==> config.mk <==
export PLATFORM = sky130hd
export DESIGN_NAME = proc_control_unit
export DESIGN_NICKNAME = d
export VERILOG_FILES = /design/src/rtl/proc_control_unit.sv
export SDC_FILE = /design/constraint.sdc
export NUM_CORES = 1
export LEC_CHECK = 0
export ABC_AREA = 1
export CORE_ASPECT_RATIO = 0.7
export CORE_MARGIN = 1.5
export CORE_UTILIZATION = 27
export CTS_CLUSTER_SIZE = 40
export DETAILED_ROUTE_END_ITERATION = 10
export PLACE_DENSITY = 0.86
export SLEW_MARGIN = 20
export SYNTH_ARGS = -nofsm -noshare
export SYNTH_HDL_FRONTEND = slang
export SYNTH_SLANG_ARGS = --single-unit
==> constraint.sdc <==
create_clock -name Clk -period 1.21 [get_ports Clk]
set_clock_uncertainty 0.05 [all_clocks]
set_input_delay 0.1815 -clock Clk [delete_from_list [all_inputs] [get_ports Clk]]
set_output_delay 0.1815 -clock Clk [all_outputs]
set_load 0.01 [all_outputs]
==> src/rtl/proc_control_unit.sv <==
// proc_control_unit
// Moore control FSM for the 16-bit processor. A single 4-bit state register
// sequences fetch, decode and execute. Every datapath control line is a
// combinational decode of that register and the loaded instruction word.
module proc_control_unit (
   input  logic        Clk,
   input  logic        Reset,
   input  logic [15:0] IR,
   output logic        PC_Clr,
   output logic        PC_Up,
   output logic        IR_Ld,
   output logic [7:0]  D_Addr,
   output logic        D_Wr,
   output logic        RF_s,
   output logic [3:0]  RF_W_addr,
   output logic        RF_W_en,
   output logic [3:0]  RF_Ra_addr,
   output logic [3:0]  RF_Rb_addr,
   output logic [2:0]  ALU_s0,
   output logic [3:0]  OutState,
   output logic [3:0]  NextState
);

   // State codes are visible on the debug outputs, so they are fixed here.
   typedef enum logic [3:0] {
      S_INIT   = 4'd0,
      S_FETCH  = 4'd1,
      S_DECODE = 4'd2,
      S_NOOP   = 4'd3,
      S_LOADA  = 4'd4,
      S_LOADB  = 4'd5,
      S_STORE  = 4'd6,
      S_ADD    = 4'd7,
      S_SUB    = 4'd8,
      S_HALT   = 4'd9
   } state_t;

   // Opcodes live in IR[15:12]. Codes 0110 through 1111 are unused and behave as NOOP.
   localparam logic [3:0] OP_NOOP  = 4'h0;
   localparam logic [3:0] OP_STORE = 4'h1;
   localparam logic [3:0] OP_LOAD  = 4'h2;
   localparam logic [3:0] OP_ADD   = 4'h3;
   localparam logic [3:0] OP_SUB   = 4'h4;
   localparam logic [3:0] OP_HALT  = 4'h5;

   // ALU function selects
   localparam logic [2:0] ALU_PASS = 3'b000;
   localparam logic [2:0] ALU_ADD  = 3'b001;
   localparam logic [2:0] ALU_SUB  = 3'b010;

   state_t state_reg;
   state_t state_next;

   // Instruction fields. Several instructions reuse the same bit ranges.
   logic [3:0] opcode;
   logic [3:0] field_a;      // IR[11:8]: STORE source, ADD/SUB operand A
   logic [3:0] field_b;      // IR[7:4] : ADD/SUB operand B
   logic [3:0] field_w;      // IR[3:0] : LOAD/ADD/SUB destination
   logic [7:0] store_addr;   // IR[7:0] : STORE memory address
   logic [7:0] load_addr;    // IR[11:4]: LOAD memory address

   assign opcode     = IR[15:12];
   assign field_a    = IR[11:8];
   assign field_b    = IR[7:4];
   assign field_w    = IR[3:0];
   assign store_addr = IR[7:0];
   assign load_addr  = IR[11:4];

   // Next-state logic. Codes 10-15 are unreachable and recover to Init.
   always_comb begin
      state_next = S_INIT;
      case (state_reg)
         S_INIT:   state_next = S_FETCH;
         S_FETCH:  state_next = S_DECODE;
         S_DECODE: begin
            case (opcode)
               OP_NOOP:  state_next = S_NOOP;
               OP_STORE: state_next = S_STORE;
               OP_LOAD:  state_next = S_LOADA;
               OP_ADD:   state_next = S_ADD;
               OP_SUB:   state_next = S_SUB;
               OP_HALT:  state_next = S_HALT;
               default:  state_next = S_NOOP;
            endcase
         end
         S_NOOP:   state_next = S_FETCH;
         S_LOADA:  state_next = S_LOADB;
         S_LOADB:  state_next = S_FETCH;
         S_STORE:  state_next = S_FETCH;
         S_ADD:    state_next = S_FETCH;
         S_SUB:    state_next = S_FETCH;
         S_HALT:   state_next = S_HALT;
         default:  state_next = S_INIT;
      endcase
   end

   // State register. Reset has priority over every transition, including Halt.
   always_ff @(posedge Clk) begin
      if (Reset) begin
         state_reg <= S_INIT;
      end else begin
         state_reg <= state_next;
      end
   end

   // Moore output decode. Every line defaults to 0, so each strobe is high
   // only in the one state that requests it.
   always_comb begin
      PC_Clr     = 1'b0;
      PC_Up      = 1'b0;
      IR_Ld      = 1'b0;
      D_Addr     = 8'h00;
      D_Wr       = 1'b0;
      RF_s       = 1'b0;
      RF_W_addr  = 4'h0;
      RF_W_en    = 1'b0;
      RF_Ra_addr = 4'h0;
      RF_Rb_addr = 4'h0;
      ALU_s0     = ALU_PASS;
      case (state_reg)
         S_INIT: begin
            PC_Clr = 1'b1;
         end
         S_FETCH: begin
            IR_Ld = 1'b1;
            PC_Up = 1'b1;
         end
         S_DECODE: begin
            // Drive the STORE address and source early so the memory and
            // register file have a full cycle of setup before the write.
            D_Addr     = store_addr;
            RF_Ra_addr = field_a;
         end
         S_LOADA: begin
            // The memory read is synchronous. This cycle presents the address only.
            D_Addr    = load_addr;
            RF_s      = 1'b1;
            RF_W_addr = field_w;
         end
         S_LOADB: begin
            // The read data is valid now, so commit it to the register file.
            D_Addr    = load_addr;
            RF_s      = 1'b1;
            RF_W_addr = field_w;
            RF_W_en   = 1'b1;
         end
         S_STORE: begin
            D_Addr     = store_addr;
            RF_Ra_addr = field_a;
            D_Wr       = 1'b1;
         end
         S_ADD: begin
            RF_Ra_addr = field_a;
            RF_Rb_addr = field_b;
            RF_W_addr  = field_w;
            ALU_s0     = ALU_ADD;
            RF_W_en    = 1'b1;
         end
         S_SUB: begin
            RF_Ra_addr = field_a;
            RF_Rb_addr = field_b;
            RF_W_addr  = field_w;
            ALU_s0     = ALU_SUB;
            RF_W_en    = 1'b1;
         end
         default: begin
            // Noop, Halt and the unreachable codes drive no strobes.
         end
      endcase
   end

   assign OutState  = state_reg;
   assign NextState = state_next;

endmodule

==> results_tabular.tex <==
\begin{tabular}{lr}
\hline
Metric & Value \\
\hline
\multicolumn{2}{l}{\textbf{Drt}} \\
\quad Number of detailed-route iterations in the first pass & 4 \\
\quad Drt first-iter violations & 73 \\
\quad Via count of the routed design & around 1200 \\
\quad Total met2 wirelength after detailed routing & roughly 2200 um \\
\quad Post-detailed-route DRC marker count & 0 \\
\quad WL met3 & between 300 and 400 um \\
\quad Drt total wl & around 4200 um \\
\quad Via count normalized by instance count & 5.45 \\
\quad Post-Route M1 WL & approximately 1500 um \\
\quad Routed Antenna Nets & 0 \\
\quad Uppermost layer routed & met4 \\
\quad Wirelength per Cell & 19.5 um \\
\multicolumn{2}{l}{\textbf{Floorplanning}} \\
\quad Number of standard-cell rows in the floorplan & 13 \\
\quad Initial cell density of the core & 0.301 \\
\quad Number of primary I/O pins & 55 \\
\quad Y dimension of the die & 41.8 um \\
\quad Die width & between 50 and 60 um \\
\quad Total core area & about 1900 um\^{}2 \\
\quad Die area & $\sim$2400 um\^{}2 \\
\multicolumn{2}{l}{\textbf{Place}} \\
\quad HPWL after detailed placement & between 2000 and 2500 um \\
\quad Global placer's final weighted congestion & 0.810 \\
\quad IO Port Bufs & 53 \\
\multicolumn{2}{l}{\textbf{Final layout}} \\
\quad Area occupied by multi-input gates & 613 um\^{}2 \\
\quad Share of final-layout standard cells stronger than drive strength 1 & 0.729 \\
\quad Fin nets & about 210 \\
\quad Max reg flops & 4 \\
\quad Number of fillers in the final layout & 80 \\
\quad Combined flip-flop and latch cell area & 95.1 um\^{}2 \\
\quad Post-synthesis to final-layout area growth & 189\% \\
\quad Number of antenna diodes & 0 \\
\multicolumn{2}{l}{\textbf{Clock tree}} \\
\quad Source-to-sink clock delay at the later pin of the worst-skew pair & about 0.26 ns \\
\quad Clock-pin transition on the worst setup and hold timing paths & roughly 0.050 ns \\
\quad Max clock buf depth & 2 \\
\quad Clock Sink Count & 4 \\
\quad H-tree depth reported by CTS & 1 \\
\quad Clock tree from TritonCTS & built \\
\quad CTS Hold Buffers Added & 0 \\
\quad Num CTS Buffers & 3 \\
\quad CTS root buffer & sky130\_fd\_sc\_hd\_\_clkbuf\_4 \\
\multicolumn{2}{l}{\textbf{Logic synthesis}} \\
\quad Number of unique standard cell types used by synthesis & 21 \\
\quad Sequential element share of the synthesized area & 0.138 \\
\quad Synthesized netlist net count & around 120 \\
\quad Count of yosys warnings during synthesis & 0 \\
\quad Register bit total from synthesis & 4 \\
\quad Post-synthesis instance total & $\sim$110 \\
\quad Per-instance average area after synthesis & roughly 5.5 um\^{}2 \\
\quad Summed instance area of the synthesized netlist & roughly 580 um\^{}2 \\
\multicolumn{2}{l}{\textbf{Power and ir drop}} \\
\quad Share of power burned in combinational logic & 0.694 \\
\quad Sequential fraction of design power & 0.141 \\
\quad Peak VDD IR & 0.782 mV \\
\quad Overall Power & 1.30 mW \\
\quad Total power divided by cell area & between 700 and 800 nW/um\^{}2 \\
\quad Internal portion of total power & between 0.7 and 0.8 mW \\
\quad Switching pwr & just under 0.6 mW \\
\quad Clk network pwr share & 0.166 \\
\quad Cell leakage power & between 0.8 and 0.9 nW \\
\quad Net switching share of the total power & 0.445 \\
\multicolumn{2}{l}{\textbf{Min path}} \\
\quad Type of the most critical hold path & primary input to flop \\
\multicolumn{2}{l}{\textbf{STA}} \\
\quad Maximum frequency from static timing analysis & 0.571 GHz \\
\quad Hold violation total from the final report & 0 \\
\quad Fin worst setup slack & -0.540 ns \\
\quad Slew Viols, Final & 0 \\
\quad Worst hold slack & between 0.4 and 0.5 ns \\
\quad Total of endpoints with negative setup slack in the final report & 36 \\
\quad Final worst-path cycle share & 1.45 \\
\quad RSZ-0062 raised after global routing & yes \\
\quad Min cycle time layout & approximately 1.8 ns \\
\multicolumn{2}{l}{\textbf{Global routing}} \\
\quad Pin count of the biggest net entering global routing & 7 \\
\quad Wire length of the first global-routing pass & $\sim$5500 um \\
\quad Number of global-route vias before repair & around 1100 \\
\quad Initial antenna violation count & 0 \\
\quad GRT Total Usage & 0.299 \\
\quad Aggregate global routing overflow & 0 \\
\multicolumn{2}{l}{\textbf{Worst setup path}} \\
\quad Crit start category & flop \\
\quad Critical-path maximum fanout & 5 \\
\quad Worst Setup Path Type & flop to primary output \\
\quad Crit path capture type & primary output \\
\quad Worst endpoint data arrival time & around 1.5 ns \\
\quad Data required time of the worst path & 0.98 ns \\
\multicolumn{2}{l}{\textbf{Outcome}} \\
\quad Run status & finished with violations \\
\quad Violations in the final reports & setup timing \\
\multicolumn{2}{l}{\textbf{Flow run}} \\
\quad Count of maximum capacitance violations & 0 \\
\hline
\end{tabular}
==> kinds of logic after synthesis <==
family,after synthesis,synth area share
AND/OR/NAND/NOR,57,0.518
buffers and inverters,27,0.189
AO/OA/AOI/OAI,17,0.148
other,1,0.00645
flip-flops,4,0.138
==> per-stage QoR <==
stage | util | TNS, ns | cell area (um^2) | cells | setup WS (ns)
6_report | 0.869 | -14.34 | 1680 | 214 | -0.540
5_1_grt | 0.869 | -15.99 | 1680 | 214 | -0.581
4_1_cts | 0.769 | -11.34 | 1490 | 211 | -0.433
3_5_place_dp | 0.668 | -18.28 | 1290 | 195 | -0.698
3_3_place_gp | 0.668 | -16.76 | 1290 | 195 | -0.667
2_1_floorplan | - | -1.41 | 633 | 106 | -0.136
==> routing by layer <==
metal	up-vias	track usage
met4	0	0.223
met2	102	0.488
met1	541	0.346
li1	504	-
met5	-	0
met3	19	0.0498
==> final timing paths <==
path              slack (ns)  cells after the start        start             to
setup / recovery       -0.54                      9  OutState[2]  RF_Ra_addr[0]
hold / removal          0.46                      6       IR[14]    OutState[3]
setup reg to reg       -0.32                      9  OutState[2]    OutState[1]
hold reg to reg         0.64                      3  OutState[0]    OutState[1]
==> repair_timing <==
action / 4_1_cts / 5_1_grt
endpoints found under the setup margin: 39 / 40
hold endpoints to repair: 0 / 0
pin swaps: 12 / 16
resized for setup: 204 / 54
setup buffers: 16 / 11
==> worst max-delay path: stages, from the launching register on <==
cell	delay, ns
sky130_fd_sc_hd__dfxtp_4	0.38
sky130_fd_sc_hd__nor2_4	0.06
sky130_fd_sc_hd__inv_2	0.08
sky130_fd_sc_hd__nor2_4	0.05
sky130_fd_sc_hd__buf_6	0.12
sky130_fd_sc_hd__nor2_4	0.22
sky130_fd_sc_hd__nand2_4	0.11
sky130_fd_sc_hd__nand2_2	0.09
sky130_fd_sc_hd__inv_2	0.04
sky130_fd_sc_hd__buf_6	0.11
==> power by group through the flow <==
stage	Combinational (mW)	Sequential (mW)	Clock (mW)
2_1_floorplan	0.276	0.178	0
3_3_place_gp	0.598	0.173	0
3_5_place_dp	0.616	0.176	0
4_1_cts	0.698	0.178	0.192
5_1_grt	0.940	0.185	0.218
6_report	0.900	0.182	0.215
==> synth_stat cells <==
cell type | n | area share
sky130_fd_sc_hd__nand2_1 | 28 | 0.18
sky130_fd_sc_hd__inv_1 | 20 | 0.13
sky130_fd_sc_hd__nor2_1 | 9 | 0.058
sky130_fd_sc_hd__nand3_1 | 8 | 0.069
sky130_fd_sc_hd__o21ai_0 | 8 | 0.069
sky130_fd_sc_hd__a21oi_1 | 4 | 0.034
sky130_fd_sc_hd__dfxtp_1 | 4 | 0.14
sky130_fd_sc_hd__inv_2 | 4 | 0.026
sky130_fd_sc_hd__o21ai_1 | 4 | 0.034
sky130_fd_sc_hd__nor2_4 | 3 | 0.058
sky130_fd_sc_hd__buf_4 | 2 | 0.026
sky130_fd_sc_hd__nand2_2 | 2 | 0.022
sky130_fd_sc_hd__nand2_4 | 2 | 0.039
sky130_fd_sc_hd__buf_2 | 1 | 0.0086
sky130_fd_sc_hd__conb_1 | 1 | 0.0064
sky130_fd_sc_hd__nand4_1 | 1 | 0.011
sky130_fd_sc_hd__nor2_2 | 1 | 0.011
sky130_fd_sc_hd__nor2_8 | 1 | 0.034
sky130_fd_sc_hd__nor3_1 | 1 | 0.0086
sky130_fd_sc_hd__nor3_4 | 1 | 0.028
sky130_fd_sc_hd__o22ai_1 | 1 | 0.011
==> cell type report <==
class                   instances  share of cell area
multi-input cells              75               0.364
flip-flops and latches          4              0.0565
repair buffers                 85               0.477
clock buffers                   4              0.0156
inverters                      24              0.0699
well taps                      22              0.0164
==> layout by cell type (no fill, tap or decap), drive strengths merged <==
| master | Yosys | routed |
|---|---|---|
| nand3 | 8 | 8 |
| nor2 | 14 | 14 |
| nand2 | 32 | 32 |
| dfxtp | 4 | 4 |
| nand4 | 1 | 1 |
| dlygate4sd2 | 0 | 1 |
| o22ai | 1 | 1 |
| clkdlybuf4s50 | 0 | 15 |
| o21ai | 12 | 12 |
| dlymetal6s2s | 0 | 1 |
| conb | 1 | 1 |
| clkdlybuf4s15 | 0 | 1 |
| nor3 | 2 | 2 |
| buf | 3 | 66 |
| clkbuf | 0 | 5 |
| inv | 24 | 24 |
| a21oi | 4 | 4 |
(Power assumes the default switching activity.)
